## src/rtl/sign_mag_pkg.sv

```systemverilog
// ============================================================================
// Module   : sign_mag_pkg
// Purpose  : Opcodes and helpers shared by the sign-magnitude accumulator/ALU.
// Revision : 1.0 - initial release
// ============================================================================
`default_nettype none

package sign_mag_pkg;

  typedef enum logic [1:0] {
    OP_ADD   = 2'b00,
    OP_SUB   = 2'b01,
    OP_LOAD  = 2'b10,
    OP_CLEAR = 2'b11
  } op_t;

  // A zero magnitude always carries a positive sign.
  function automatic logic sm_normalize(input logic sign, input logic mag_is_zero);
    return sign & ~mag_is_zero;
  endfunction

endpackage : sign_mag_pkg

`default_nettype wire

```

## src/rtl/sign_mag_alu.sv

```systemverilog
// ============================================================================
// Module   : sign_mag_alu
// Purpose  : Combinational saturating sign-magnitude adder, ACC_W-bit result.
// Revision : 1.0 - initial release
// ============================================================================
`default_nettype none

module sign_mag_alu
  import sign_mag_pkg::*;
#(
  parameter int ACC_W = 12
) (
  input  logic             acc_sign_i,
  input  logic [ACC_W-2:0] acc_mag_i,
  input  logic             op_sign_i,
  input  logic [ACC_W-2:0] op_mag_i,
  output logic             res_sign_o,
  output logic [ACC_W-2:0] res_mag_o,
  output logic             sat_o
);

  localparam logic [ACC_W-2:0] MAXMAG = '1;

  logic [ACC_W-1:0] w_sum;
  logic             w_sign;
  logic [ACC_W-2:0] w_mag;

  assign w_sum = {1'b0, acc_mag_i} + {1'b0, op_mag_i};

  always_comb begin
    w_sign = 1'b0;
    w_mag  = '0;
    sat_o  = 1'b0;
    if (acc_sign_i == op_sign_i) begin
      w_sign = acc_sign_i;
      if (w_sum[ACC_W-1]) begin
        w_mag = MAXMAG;
        sat_o = 1'b1;
      end else begin
        w_mag = w_sum[ACC_W-2:0];
      end
    end else if (acc_mag_i > op_mag_i) begin
      w_sign = acc_sign_i;
      w_mag  = acc_mag_i - op_mag_i;
    end else if (op_mag_i > acc_mag_i) begin
      w_sign = op_sign_i;
      w_mag  = op_mag_i - acc_mag_i;
    end
  end

  assign res_mag_o  = w_mag;
  assign res_sign_o = sm_normalize(w_sign, w_mag == '0);

endmodule : sign_mag_alu

`default_nettype wire

```

## src/rtl/sign_mag_accum.sv

```systemverilog
// ============================================================================
// Module   : sign_mag_accum
// Purpose  : Two-stage valid/ready sign-magnitude accumulator with saturation.
// Revision : 1.0 - initial release
// ============================================================================
`default_nettype none

module sign_mag_accum
  import sign_mag_pkg::*;
#(
  parameter int IN_W  = 8,
  parameter int ACC_W = 12
) (
  input  logic             clk,
  input  logic             rst,
  input  logic             in_valid,
  output logic             in_ready,
  input  logic [1:0]       in_op,
  input  logic [IN_W-1:0]  in_data,
  output logic             out_valid,
  input  logic             out_ready,
  output logic [ACC_W-1:0] out_acc,
  output logic             out_ovf,
  output logic             ovf_sticky
);

  generate
    if (ACC_W < IN_W) begin : g_width_check
      $error("sign_mag_accum: ACC_W must be >= IN_W");
    end
  endgenerate

  // Stage 1: prepared operand
  logic             s1_valid_q, s1_valid_d;
  op_t              s1_op_q,    s1_op_d;
  logic             s1_sign_q,  s1_sign_d;
  logic [ACC_W-2:0] s1_mag_q,   s1_mag_d;

  // Stage 2: accumulator doubles as the output register
  logic             out_valid_q, out_valid_d;
  logic             acc_sign_q,  acc_sign_d;
  logic [ACC_W-2:0] acc_mag_q,   acc_mag_d;
  logic             out_ovf_q,   out_ovf_d;
  logic             sticky_q,    sticky_d;

  logic             w_adv;
  logic             w_accept;
  op_t              w_in_op;
  logic [ACC_W-2:0] w_in_mag;
  logic             w_in_sign;
  logic             w_alu_sign;
  logic [ACC_W-2:0] w_alu_mag;
  logic             w_alu_sat;

  assign w_adv    = s1_valid_q && (!out_valid_q || out_ready);
  assign in_ready = !rst && (!s1_valid_q || w_adv);
  assign w_accept = in_valid && in_ready;

  assign w_in_op   = op_t'(in_op);
  assign w_in_mag  = (ACC_W-1)'(in_data[IN_W-2:0]);
  // SUB is folded into an ADD of the negated operand.
  assign w_in_sign = sm_normalize(in_data[IN_W-1] ^ (w_in_op == OP_SUB), w_in_mag == '0);

  always_comb begin
    s1_valid_d = s1_valid_q;
    s1_op_d    = s1_op_q;
    s1_sign_d  = s1_sign_q;
    s1_mag_d   = s1_mag_q;
    if (w_accept) begin
      s1_valid_d = 1'b1;
      s1_op_d    = w_in_op;
      s1_sign_d  = w_in_sign;
      s1_mag_d   = w_in_mag;
    end else if (w_adv) begin
      s1_valid_d = 1'b0;
    end
  end

  sign_mag_alu #(
    .ACC_W (ACC_W)
  ) u_alu (
    .acc_sign_i (acc_sign_q),
    .acc_mag_i  (acc_mag_q),
    .op_sign_i  (s1_sign_q),
    .op_mag_i   (s1_mag_q),
    .res_sign_o (w_alu_sign),
    .res_mag_o  (w_alu_mag),
    .sat_o      (w_alu_sat)
  );

  always_comb begin
    out_valid_d = out_valid_q;
    acc_sign_d  = acc_sign_q;
    acc_mag_d   = acc_mag_q;
    out_ovf_d   = out_ovf_q;
    sticky_d    = sticky_q;
    if (w_adv) begin
      out_valid_d = 1'b1;
      case (s1_op_q)
        OP_ADD, OP_SUB: begin
          acc_sign_d = w_alu_sign;
          acc_mag_d  = w_alu_mag;
          out_ovf_d  = w_alu_sat;
          sticky_d   = sticky_q | w_alu_sat;
        end
        OP_LOAD: begin
          acc_sign_d = s1_sign_q;
          acc_mag_d  = s1_mag_q;
          out_ovf_d  = 1'b0;
        end
        default: begin
          acc_sign_d = 1'b0;
          acc_mag_d  = '0;
          out_ovf_d  = 1'b0;
          sticky_d   = 1'b0;
        end
      endcase
    end else if (out_ready) begin
      out_valid_d = 1'b0;
    end
  end

  always_ff @(posedge clk) begin
    if (rst) begin
      s1_valid_q  <= 1'b0;
      s1_op_q     <= OP_ADD;
      s1_sign_q   <= 1'b0;
      s1_mag_q    <= '0;
      out_valid_q <= 1'b0;
      acc_sign_q  <= 1'b0;
      acc_mag_q   <= '0;
      out_ovf_q   <= 1'b0;
      sticky_q    <= 1'b0;
    end else begin
      s1_valid_q  <= s1_valid_d;
      s1_op_q     <= s1_op_d;
      s1_sign_q   <= s1_sign_d;
      s1_mag_q    <= s1_mag_d;
      out_valid_q <= out_valid_d;
      acc_sign_q  <= acc_sign_d;
      acc_mag_q   <= acc_mag_d;
      out_ovf_q   <= out_ovf_d;
      sticky_q    <= sticky_d;
    end
  end

  assign out_valid  = out_valid_q;
  assign out_acc    = {acc_sign_q, acc_mag_q};
  assign out_ovf    = out_ovf_q;
  assign ovf_sticky = sticky_q;

endmodule : sign_mag_accum

`default_nettype wire

```

## config.mk

```make
export PLATFORM = sky130hd
export DESIGN_NAME = sign_mag_accum
export DESIGN_NICKNAME = d
export VERILOG_FILES = /design/src/rtl/sign_mag_pkg.sv /design/src/rtl/sign_mag_alu.sv /design/src/rtl/sign_mag_accum.sv
export SDC_FILE = /design/constraint.sdc
export NUM_CORES = 1
export LEC_CHECK = 0
export CORE_MARGIN = 8
export CORE_UTILIZATION = 57
export CTS_CLUSTER_DIAMETER = 60
export DETAILED_ROUTE_END_ITERATION = 16
export GPL_ROUTABILITY_DRIVEN = 0
export PLACE_DENSITY = 0.82
export SYNTH_ARGS = -nofsm -noshare
export SYNTH_HDL_FRONTEND = slang
export SYNTH_SLANG_ARGS = --single-unit
```

## constraint.sdc

```tcl
create_clock -name clk -period 3.2 [get_ports clk]
set_clock_uncertainty 0.15 [all_clocks]
set_input_delay 0.48 -clock clk [delete_from_list [all_inputs] [get_ports clk]]
set_output_delay 0.48 -clock clk [all_outputs]
set_load 0.05 [all_outputs]
```

==> results.md, run 1 <==
- Clock sinks: 26
- GRT Total Usage: 22.66%
- Synth area leaders: dfxtp_1 (19%), ha_1 (10%), nand2_1 (5.0%)
- Synthesized netlist cell count: 368
- Setup WS pre-CTS: 0.005616 ns
- Final period utilization: 97.59%
- CP endpoint: acc_sign_q
- CTS tree: yes
- Residual DRC: 0
- Clock root cell: clkbuf_8
- IO Count: 30
- Largest family of logic cells by synthesized area: compound AO/OA/AOI/OAI gates
- Number of buffers created by CTS: 3
- Tot Pwr: 1.289 mW
- Routed Antenna Nets: 0
- Unrepaired setup endpoints after global routing: yes
- Vias/cell: 6.525
- H-tree Lvls: 1
- Fraction of layout cells with a size suffix above 1: 12.41%
- Post-synth EDFFs: 0
- Worst-Skew Late Latency: 0.27 ns
- Share of the synthesized area in the top cell type: 19.30%
- CP required: 3.22 ns
- DR vias: 2,982
- Max Transition Viols Final: 0
- Worst Tran Pin Value: 0.7221 ns
- Post-CTS Setup Inserts: 0
- Routed WL: 8184 um
- Max cap viols: 0
- Min-delay worst type: flop to flop
- Die outline area: 7188 um2
- CTS Buffer Depth: 2
- Area Overhead vs Synth: 19.77%
- FF+latch count, synth: 26
- Crit path from: acc_mag_q[5]
- Port buffer count: 29
- Initial Util: 58.24%
- RR Startpoint: acc_mag_q[5]
- Largest net degree at the start of global routing: 27
- Reg area: 523.0 um2
- Worst-path maximum fanout: 12
- Slew HR: 51.86%
- LEAKAGE: 1.292 nW
- Final setup violation count: 0
- Critical path startpoint category: flop
- CP endpoint kind: flop
- FF-to-FF path depth: 10
- Xor/xnor cell area share of the yosys netlist: 2.599%
- DRT Pass-1 Iters: 8
- CTS clk-pin slew, worst paths: 0.09 ns
- Pwr Density: 399.2 nW/um2
- Max Clock Freq: 320.2 MHz
- VDD IR max: 0.3052 mV
- Final Worst Setup Slack: 0.07703 ns
- Simple-gate portion of the synthesized area: 26.17%
- Core area: 4629 um2
- Fin nets: 443
- Most frequent cells in the layout: nor2_1 (36), nand2_1 (36), clkdlybuf4s50_1 (28)
- Hold_buf cts: 0
- Final hold slack: 0.3708 ns
- Synth Area in Compound Gates: 31.42%
- Synthesized net count: 407
- Multiplexer area fraction after synthesis: 0%
- Dpl hpwl: 6343 um
- Synth async-reset ratio: 0%
- Vias in the first global route: 2,855
- Outcome: finished, final reports clean
- Seq/Total Area, Yosys: 19.30%
- Area leader, netlist: dfxtp_1
- Multi-input gate area: 1991 um2
- Final hold violations: 0
- Final Critical Period: 3.123 ns
- WS Path Type: flop to flop
- Synth cell types: 54
- R2R Path End: acc_sign_q
- Wire length per cell: 17.91 um
- Netlist Area Pre-Place: 2696 um2
- Fill count: 380
- Reg-to-reg slack, setup: 0.08 ns
- Adder-Cell Fraction of Synth Area: 12.44%
- Die width: 84.78 um
- # rows: 25
- Total global routing overflow: 0
- Avg Inst Size Synth: 7.327 um2
- Detailed Route Iter0 Violations: 315
- Initial antenna violation count: 0
- Crit path arrival time: 3.14 ns
- Yosys warning total: 0
- Diode count: 0
- Die H: 84.78 um
- Most used DFF post-synth: dfxtp_1
- First-pass GRT wire length: 13,440 um
## critical path, stage by stage (launching register included)
cell	delay [ns]
dfxtp_1	0.40
inv_1	0.09
ha_2	0.48
inv_1	0.10
a2111oi_1	0.50
a221oi_2	0.18
a2111oi_0	0.45
o21ai_1	0.11
nand3_1	0.15
nand4_1	0.10
o31a_1	0.30
## layout make-up
cell class	instances	share of cell area (%)
flip-flops and latches	26	16.20
inverters	26	3.022
clock buffers	4	1.705
repair buffers	55	15.34
multi-input cells	292	61.64
well taps	54	2.092
## kinds of logic after synthesis
| group | Yosys count |
|---|---|
| xor+xnor | 8 |
| fa+ha+maj | 25 |
| buf+inv | 50 |
| compound gates | 120 |
| flops | 26 |
| simple gates | 139 |
## power by group
part	switching (mW)	leakage (nW)	internal (mW)	total, mW
Combinational	0.428	1.05	0.280	0.708
Clock	0.107	0.0288	0.110	0.217
Sequential	0.0201	0.214	0.344	0.364
Total	0.556	1.29	0.733	1.29
## worst min path at each step
stage,start,to,slack [ns],cells past startpoint
final,acc_mag_q[3],acc_mag_q[3],0.37,2
after global routing,acc_mag_q[3],acc_mag_q[3],0.40,2
after CTS,acc_mag_q[3],acc_mag_q[3],0.37,2
after detailed placement,out_ovf,out_ovf,0.35,2
after global placement,acc_mag_q[3],acc_mag_q[3],0.34,2
after floorplan,s1_op_q[0],s1_op_q[0],0.34,2
## registers in the layout, indices dropped and copies added (netlist names)
signal,count
acc_mag_q,11
s1_mag_q,7
s1_op_q,2
acc_sign_q,1
out_ovf,1
out_valid,1
ovf_sticky,1
s1_sign_q,1
s1_valid_q,1
## metal layers
| layer | GRT usage (%) | vias up | part of all wire, % |
|---|---|---|---|
| met1 | 27.64 | 1355 | 42 |
| met5 | 0 | - | 0 |
| li1 | - | 1405 | - |
| met3 | 4.195 | 41 | 9.6 |
| met4 | 8.576 | 0 | 3.3 |
| met2 | 38.30 | 181 | 45 |
## repair_timing
item | CTS | global route
hold endpoints to repair | 0 | 0
setup endpoints to repair | 2 | 7
gates cloned | 0 | 0
pin swaps | 0 | 1
gates resized for setup | 1 | 8
## through the flow
| step | util [%] | TNS (ns) | cells | instance area [um2] |
|---|---|---|---|---|
| final | 69.76 | 0 | 457 | 3229 |
| after global routing | 69.76 | -0.06213 | 457 | 3229 |
| after CTS | 69.19 | 0 | 457 | 3203 |
| after detailed placement | 67.86 | 0 | 453 | 3142 |
| after global placement | 67.86 | 0 | 453 | 3142 |
| after floorplan | - | 0 | 368 | 2699 |
## synthesized netlist by cell type (all sizes together), types with 7 or more instances
cell	count
nand2b	7
nor2	37
o21ai	17
nor3	11
buf	7
nor2b	8
dfxtp	26
o21a	7
a21oi	24
ha	22
nand2	36
inv	26
a211oi	11
o31ai	12
clkbuf	17
No activity file was read; power rests on OpenSTA's default activity.
==> run 2, diff against run 1 <==
Settings changed: ABC_AREA set to 1, CORE_UTILIZATION 57 to 60, PLACE_DENSITY 0.82 to 0.85.
Clock period 3.2 ns to 3.74 ns, I/O delays scaled along.
==> run 2 against run 1 <==
- area after synthesis grew 9.8%
- largest cell class unchanged
- synthesized cell count grew 31%
- non-clock buffer count shrank 24
- largest power group unchanged
- via count grew 5.9%
- sequential share of layout area shrank 0.55 points
- sequential power shrank 12%
- register-to-register slack gained 0.79 ns
==> results.md, run 2 <==
- Outcome: finished, final reports clean
- Number of buffers created by CTS: 3 (unchanged)
- Yosys warning total: 0 (unchanged)
- Routed Antenna Nets: 0 (unchanged)
- Synthesized net count: 522 (+28%)
- DR vias: 3,158 (+5.9%)
- GR Util met3: 2.741% (-1.5 points)
- Residual DRC: 0 (unchanged)
- Area Overhead vs Synth: 12.34%
- Core area: 4755 um2 (+2.7%)
- Diode count: 0 (unchanged)
- Most numerous cell in the Yosys netlist: nand2_1
- Peak-usage layer in the global routing report: met2
- IO Count: 30 (unchanged)
- Die width: 86.26 um (+1.7%)
- Unrepaired setup endpoints after global routing: no
- Crit path arrival time: 2.25 ns (-0.89 ns)
- Vias in the first global route: 3,016 (+5.6%)
- Most frequent cells in the layout: nand2_1 (147), inv_1 (70), nand3_1 (55)
- Setup TNS: 0 ns (unchanged)
- Worst Tran Pin Value: 0.5997 ns (-0.1224 ns)
- Layout Cells excl Fill: 570 (+25%)
- Hold_buf cts: 0 (unchanged)
- Critical path startpoint category: input port
- Post-CTS Setup Inserts: 0 (unchanged)
- Detailed Route Iter0 Violations: 369 (+17%)
- Pwr Density: 370.6 nW/um2 (-7.2%)
- Placed cell count: 566 (+25%)
- Final hold slack: 0.3228 ns (-0.04792 ns)
- Die H: 86.26 um (+1.7%)
- Dpl hpwl: 6383 um (+0.64%)
- GRT Total Usage: 22.15% (-0.52 points)
- Max Transition Viols Final: 0 (unchanged)
- Post-synth EDFFs: 0 (unchanged)
- CTS tree: yes
- Fraction of layout cells with a size suffix above 1: 10.74% (-1.7 points)
- Die outline area: 7440 um2 (+3.5%)
- Final setup violation count: 0 (unchanged)
- Avg Inst Size Synth: 6.132 um2 (-16%)
- Initial Util: 62.29% (+4.0 points)
- Worst-path maximum fanout: 12 (unchanged)
- Wire length per cell: 14.22 um (-21%)
- Synth cell types: 42 (-22%)
- FF+latch count, synth: 26 (unchanged)
- M1 GR Usage: 27.34% (-0.30 points)
- Share of the synthesized area in the top cell type: 18.63% (-0.67 points)
- CP endpoint kind: output port
- Setup WS pre-CTS: 0.7770 ns (+0.7713 ns)
- Top Registers: acc_mag_q: 11 flops, s1_mag_q: 7 flops, s1_op_q: 2 flops
- Final Critical Period: 2.965 ns
- Max cap viols: 0 (unchanged)
- Met2 usage: 38.07% (-0.23 points)
- Area leader, netlist: nand2_1
- Largest net degree at the start of global routing: 18 (-33%)
- Netlist Area Pre-Place: 2962 um2 (+9.8%)
- WS Path Type: input port to output port
- Finished Core Util: 69.97% (+0.22 points)
- # rows: 25 (unchanged)
- Biggest register: acc_mag_q
- CP required: 3.03 ns (-0.19 ns)
- Final Worst Setup Slack: 0.7747 ns (+0.6976 ns)
- DRT Pass-1 Iters: 5 (-3)
- Total global routing overflow: 0 (unchanged)
- Routed WL: 8106 um (-0.95%)
- LEAKAGE: 1.631 nW (+26%)
- Max Clock Freq: 337.2 MHz
- Clock sinks: 26 (unchanged)
- Seq/Total Area, Yosys: 17.57% (-1.7 points)
- Synth async-reset ratio: 0% (unchanged)
- Port buffer count: 29 (unchanged)
- Clock root cell: clkbuf_8
- Commonest non-fill, non-tap cell in the layout: nand2_1
- Most used DFF post-synth: dfxtp_1
- Worst-Skew Late Latency: 0.27 ns (about the same)
- H-tree Lvls: 1 (unchanged)
- Min-delay worst type: flop to flop
- Post_cts resized: 0 (-1)
- Max reg flops: 11 (unchanged)
- Final hold violations: 0 (unchanged)
- Fin nets: 543 (+23%)
- Synthesized netlist cell count: 483 (+31%)
- Synth area leaders: nand2_1 (19%), dfxtp_1 (18%), ha_1 (9.3%)
- VDD IR max: 0.2794 mV (-8.4%)
- CTS Buffer Depth: 2 (unchanged)
- Fill count: 438 (+15%)
- Slew HR: 59.97% (+8.1 points)
- Vias/cell: 5.540 (-15%)
- Final period utilization: 79.29%
- First-pass GRT wire length: 13,600 um (+1.2%)
- Synth cell count leaders: nand2_1 (147), inv_1 (70), nand3_1 (55)
- Initial antenna violation count: 0 (unchanged)
- CTS clk-pin slew, worst paths: 0.10 ns (about the same)
run 2: cell types whose count changed in the layout (fill, tap and decap cells not counted), sizes merged, moves of 11 or more:
cell	before	now
nand2	36	161
inv	26	83
nand3	6	59
buf	27	2
o31ai	12	0
a211oi	11	0
run 2: layer usage:
layer / routed length [um] / up-vias
met5: 0 / -
li1: - / 1565
met4: 274 / 0
met2: 3775 / 154
met1: 3501 / 1410
met3: 555 / 29
run 2: power breakdown:
group          switching [mW]  total [mW]  internal [mW]
Clock                  0.0949       0.238          0.143
Sequential             0.0253       0.319          0.294
Combinational           0.448       0.676          0.227
run 2: kinds of logic after synthesis:
logic type | after synthesis | synth area share [%]
simple gates | 264 | 41.36
fa+ha+maj | 25 | 11.32
buf+inv | 99 | 13.94
compound gates | 61 | 13.18
xor+xnor | 8 | 2.620
flops | 26 | 17.58
run 2: worst max-delay path, cell delays in order:
cell             delay [ns]
clkdlybuf4s50_1        0.43
inv_1                  0.28
nand2_1                0.12
inv_1                  0.07
clkdlybuf4s50_1        0.79
run 2: final timing paths:
| path | from | end | cells after the start | slack, ns |
|---|---|---|---|---|
| worst max-delay path | rst | in_ready | 5 | 0.77 |
| worst min-delay path | out_ovf | out_ovf | 2 | 0.32 |
| worst max register to register | acc_mag_q[2] | acc_sign_q | 15 | 0.87 |
| worst min register to register | out_ovf | out_ovf | 2 | 0.32 |
run 2: cell type report:
cell class	instances	area, um2	share of cell area, %
clock buffers	3	41.29	1.241
clock inverters	1	30.03	0.9026
inverters	84	317.8	9.552
multi-input cells	358	2028	60.96
flip-flops and latches	26	520.5	15.64
well taps	67	83.83	2.520
repair buffers	31	305.3	9.176
run 2: through the flow:
stage / cell area (um2) / power [mW]
after global placement: 3256 / 0.9642
after global routing: 3327 / 1.323
final: 3327 / 1.233
after CTS: 3327 / 1.219
after detailed placement: 3256 / 0.9793
after floorplan: 2962 / 0.8368
==> run 3, diff against run 2 <==
Settings changed: CORE_UTILIZATION 60 to 53, PLACE_DENSITY 0.85 to 0.79.
Clock period 3.74 ns to 2.6 ns, I/O delays scaled along.
==> run 3 against run 2 <==
- total power increased by 45%
- hold slack worse by 0.0069 ns
- sequential cell count unchanged
- setup slack got worse by 0.64 ns
- first-iteration DRC count grew 7.0%
- cell count up 4.9%
- clock power decreased by 3%
- die area grew 11%
- non-clock buffer count up 24
- via count increased by 3.0%
- register-to-register slack got worse by 0.74 ns
==> results.md, run 3 (synthesized netlist as in run 2, its figures left out) <==
- Outcome: finished, final reports clean
- GRT Total Usage: 20.01% (-2.1 points)
- Fraction of layout cells with a size suffix above 1: 19.77% (+9.0 points)
- Peak-usage layer in the global routing report: met2
- Worst-Skew Late Latency: 0.28 ns (about the same)
- Clock group share of total power: 13.0% (-6.3 points)
- Worst Tran Pin Value: 0.5099 ns (-0.08977 ns)
- Max reg flops: 11 (unchanged)
- CP required: 2.62 ns (-0.41 ns)
- Core area: 5439 um2 (+14%)
- Die outline area: 8236 um2 (+11%)
- Dpl hpwl: 6763 um (+6.0%)
- Placed cell count: 589 (+4.1%)
- Critical path startpoint category: flop
- CTS clk-pin slew, worst paths: 0.09 ns (about the same)
- Setup TNS: 0 ns (unchanged)
- HP Start: out_ovf
- CTS tree: yes
- Die width: 90.75 um (+5.2%)
- GR Util met3: 3.325% (+0.58 points)
- Setup WS pre-CTS: -0.1091 ns (-0.8861 ns)
- VDD IR max: 0.3190 mV (+14%)
- Clock sinks: 26 (unchanged)
- RR Startpoint: s1_mag_q[0]
- Vias/cell: 5.440 (-1.8%)
- Switching Power: 0.8503 mW (+50%)
- Final period utilization: 94.93%
- Reg area: 530.5 um2 (+1.9%)
- Final Critical Period: 2.468 ns
- Slew HR: 65.90% (+5.9 points)
- Biggest register: acc_mag_q
- Reg power frac: 25.5% (-0.4 points)
- Fill count: 475 (+8.4%)
- Die H: 90.75 um (+5.2%)
- Finished Core Util: 66.21% (-3.8 points)
- Wire length per cell: 14.42 um (+1.4%)
- Layout Cells excl Fill: 598 (+4.9%)
- Final Worst Setup Slack: 0.1319 ns (-0.6428 ns)
- # rows: 27 (+8.0%)
- DR vias: 3,253 (+3.0%)
- Sw frac: 47.60% (+1.5 points)
- Area Overhead vs Synth: 21.59%
- M1 GR Usage: 24.39% (-3.0 points)
- Area after DPL: 3410 um2 (+4.7%)
- Tot Pwr: 1.786 mW (+45%)
- Initial antenna violation count: 0 (unchanged)
- First-pass GRT wire length: 13,740 um (+1.1%)
- Initial Util: 54.45% (-7.8 points)
- Min-delay worst type: flop to flop
- LEAKAGE: 1.742 nW (+6.8%)
- Most frequent cells in the layout: nand2_1 (143), inv_1 (68), nand3_1 (54)
- WS Path Type: flop to flop
- Clock root cell: clkbuf_8
- Final hold slack: 0.3159 ns (-0.006917 ns)
- Crit path from: s1_mag_q[0]
- Routed WL: 8622 um (+6.4%)
- Vias in the first global route: 3,033 (+0.56%)
- Crit path arrival time: 2.49 ns (+0.24 ns)
- Routed Antenna Nets: 0 (unchanged)
- Detailed Route Iter0 Violations: 395 (+7.0%)
- IO Count: 30 (unchanged)
- Residual DRC: 0 (unchanged)
- Number of buffers created by CTS: 3 (unchanged)
- Max cap viols: 0 (unchanged)
- Fin nets: 567 (+4.4%)
- Internal cell power: 0.9359 mW (+41%)
- CP endpoint kind: flop
- Final hold violations: 0 (unchanged)
- H-tree Lvls: 1 (unchanged)
- Pwr Density: 496.0 nW/um2 (+34%)
- Top Registers: acc_mag_q: 11 flops, s1_mag_q: 7 flops, s1_op_q: 2 flops
- Port buffer count: 29 (unchanged)
- Diode count: 0 (unchanged)
- Met2 usage: 34.90% (-3.2 points)
- CTS Buffer Depth: 2 (unchanged)
- Final setup violation count: 0 (unchanged)
- Gate power share: 61.5% (+6.7 points)
- Max Transition Viols Final: 0 (unchanged)
- DRT Pass-1 Iters: 6 (+1)
- Worst-path maximum fanout: 3 (-9)
- Total global routing overflow: 0 (unchanged)
- Largest net degree at the start of global routing: 16 (-2)
- Max Clock Freq: 405.2 MHz
- Multi-input gate area: 2126 um2 (+4.8%)
- Commonest non-fill, non-tap cell in the layout: nand2_1
- Final instance area: 3601 um2 (+8.2%)
## run 3: final timing paths
check,to,slack [ns],depth (start not counted)
worst max-delay path,acc_sign_q,0.13,16
worst min-delay path,out_ovf,0.32,2
worst max register to register,acc_sign_q,0.13,16
worst min register to register,out_ovf,0.32,2
## run 3: routing by layer
metal	wire length, um	vias up
met4	139	0
met1	3590	1481
met3	679	19
met5	0	-
met2	4213	144
li1	-	1609
## run 3: critical path: stages (launching register included)
cell and delay, ns:
dfxtp_2 0.39, ha_4 0.14, inv_1 0.05, fa_2 0.34, or2_4 0.25, a21oi_4 0.18, nand2_2 0.09, nand2_2 0.08
nand2_1 0.05, nand2_1 0.05, nand3_1 0.07, nand2_1 0.07, nand2_1 0.09, nor2_2 0.14, nand3_1 0.10, nand2_1 0.08
a21oi_2 0.05
## run 3: cell type report
type                    count  share of cell area, %
repair buffers             55                  13.76
inverters                  84                  8.826
flip-flops and latches     26                  14.73
multi-input cells         358                  59.03
well taps                  72                  2.502
clock buffers               3                  1.147
## run 3: power groups by stage
stage,logic [mW],clock network (mW),registers [mW]
after floorplan,0.708,0,0.496
after global placement,0.979,0,0.459
after detailed placement,0.996,0,0.460
after CTS,1.02,0.235,0.451
after global routing,1.21,0.258,0.459
final,1.10,0.232,0.455
## run 3: repair_timing
item / 4_1_cts / 5_1_grt
hold buffers: 0 / 0
pin swaps: 1 / 5
setup endpoints to repair: 1 / 5
buffers inserted: 2 / 4
gates resized for setup: 3 / 27
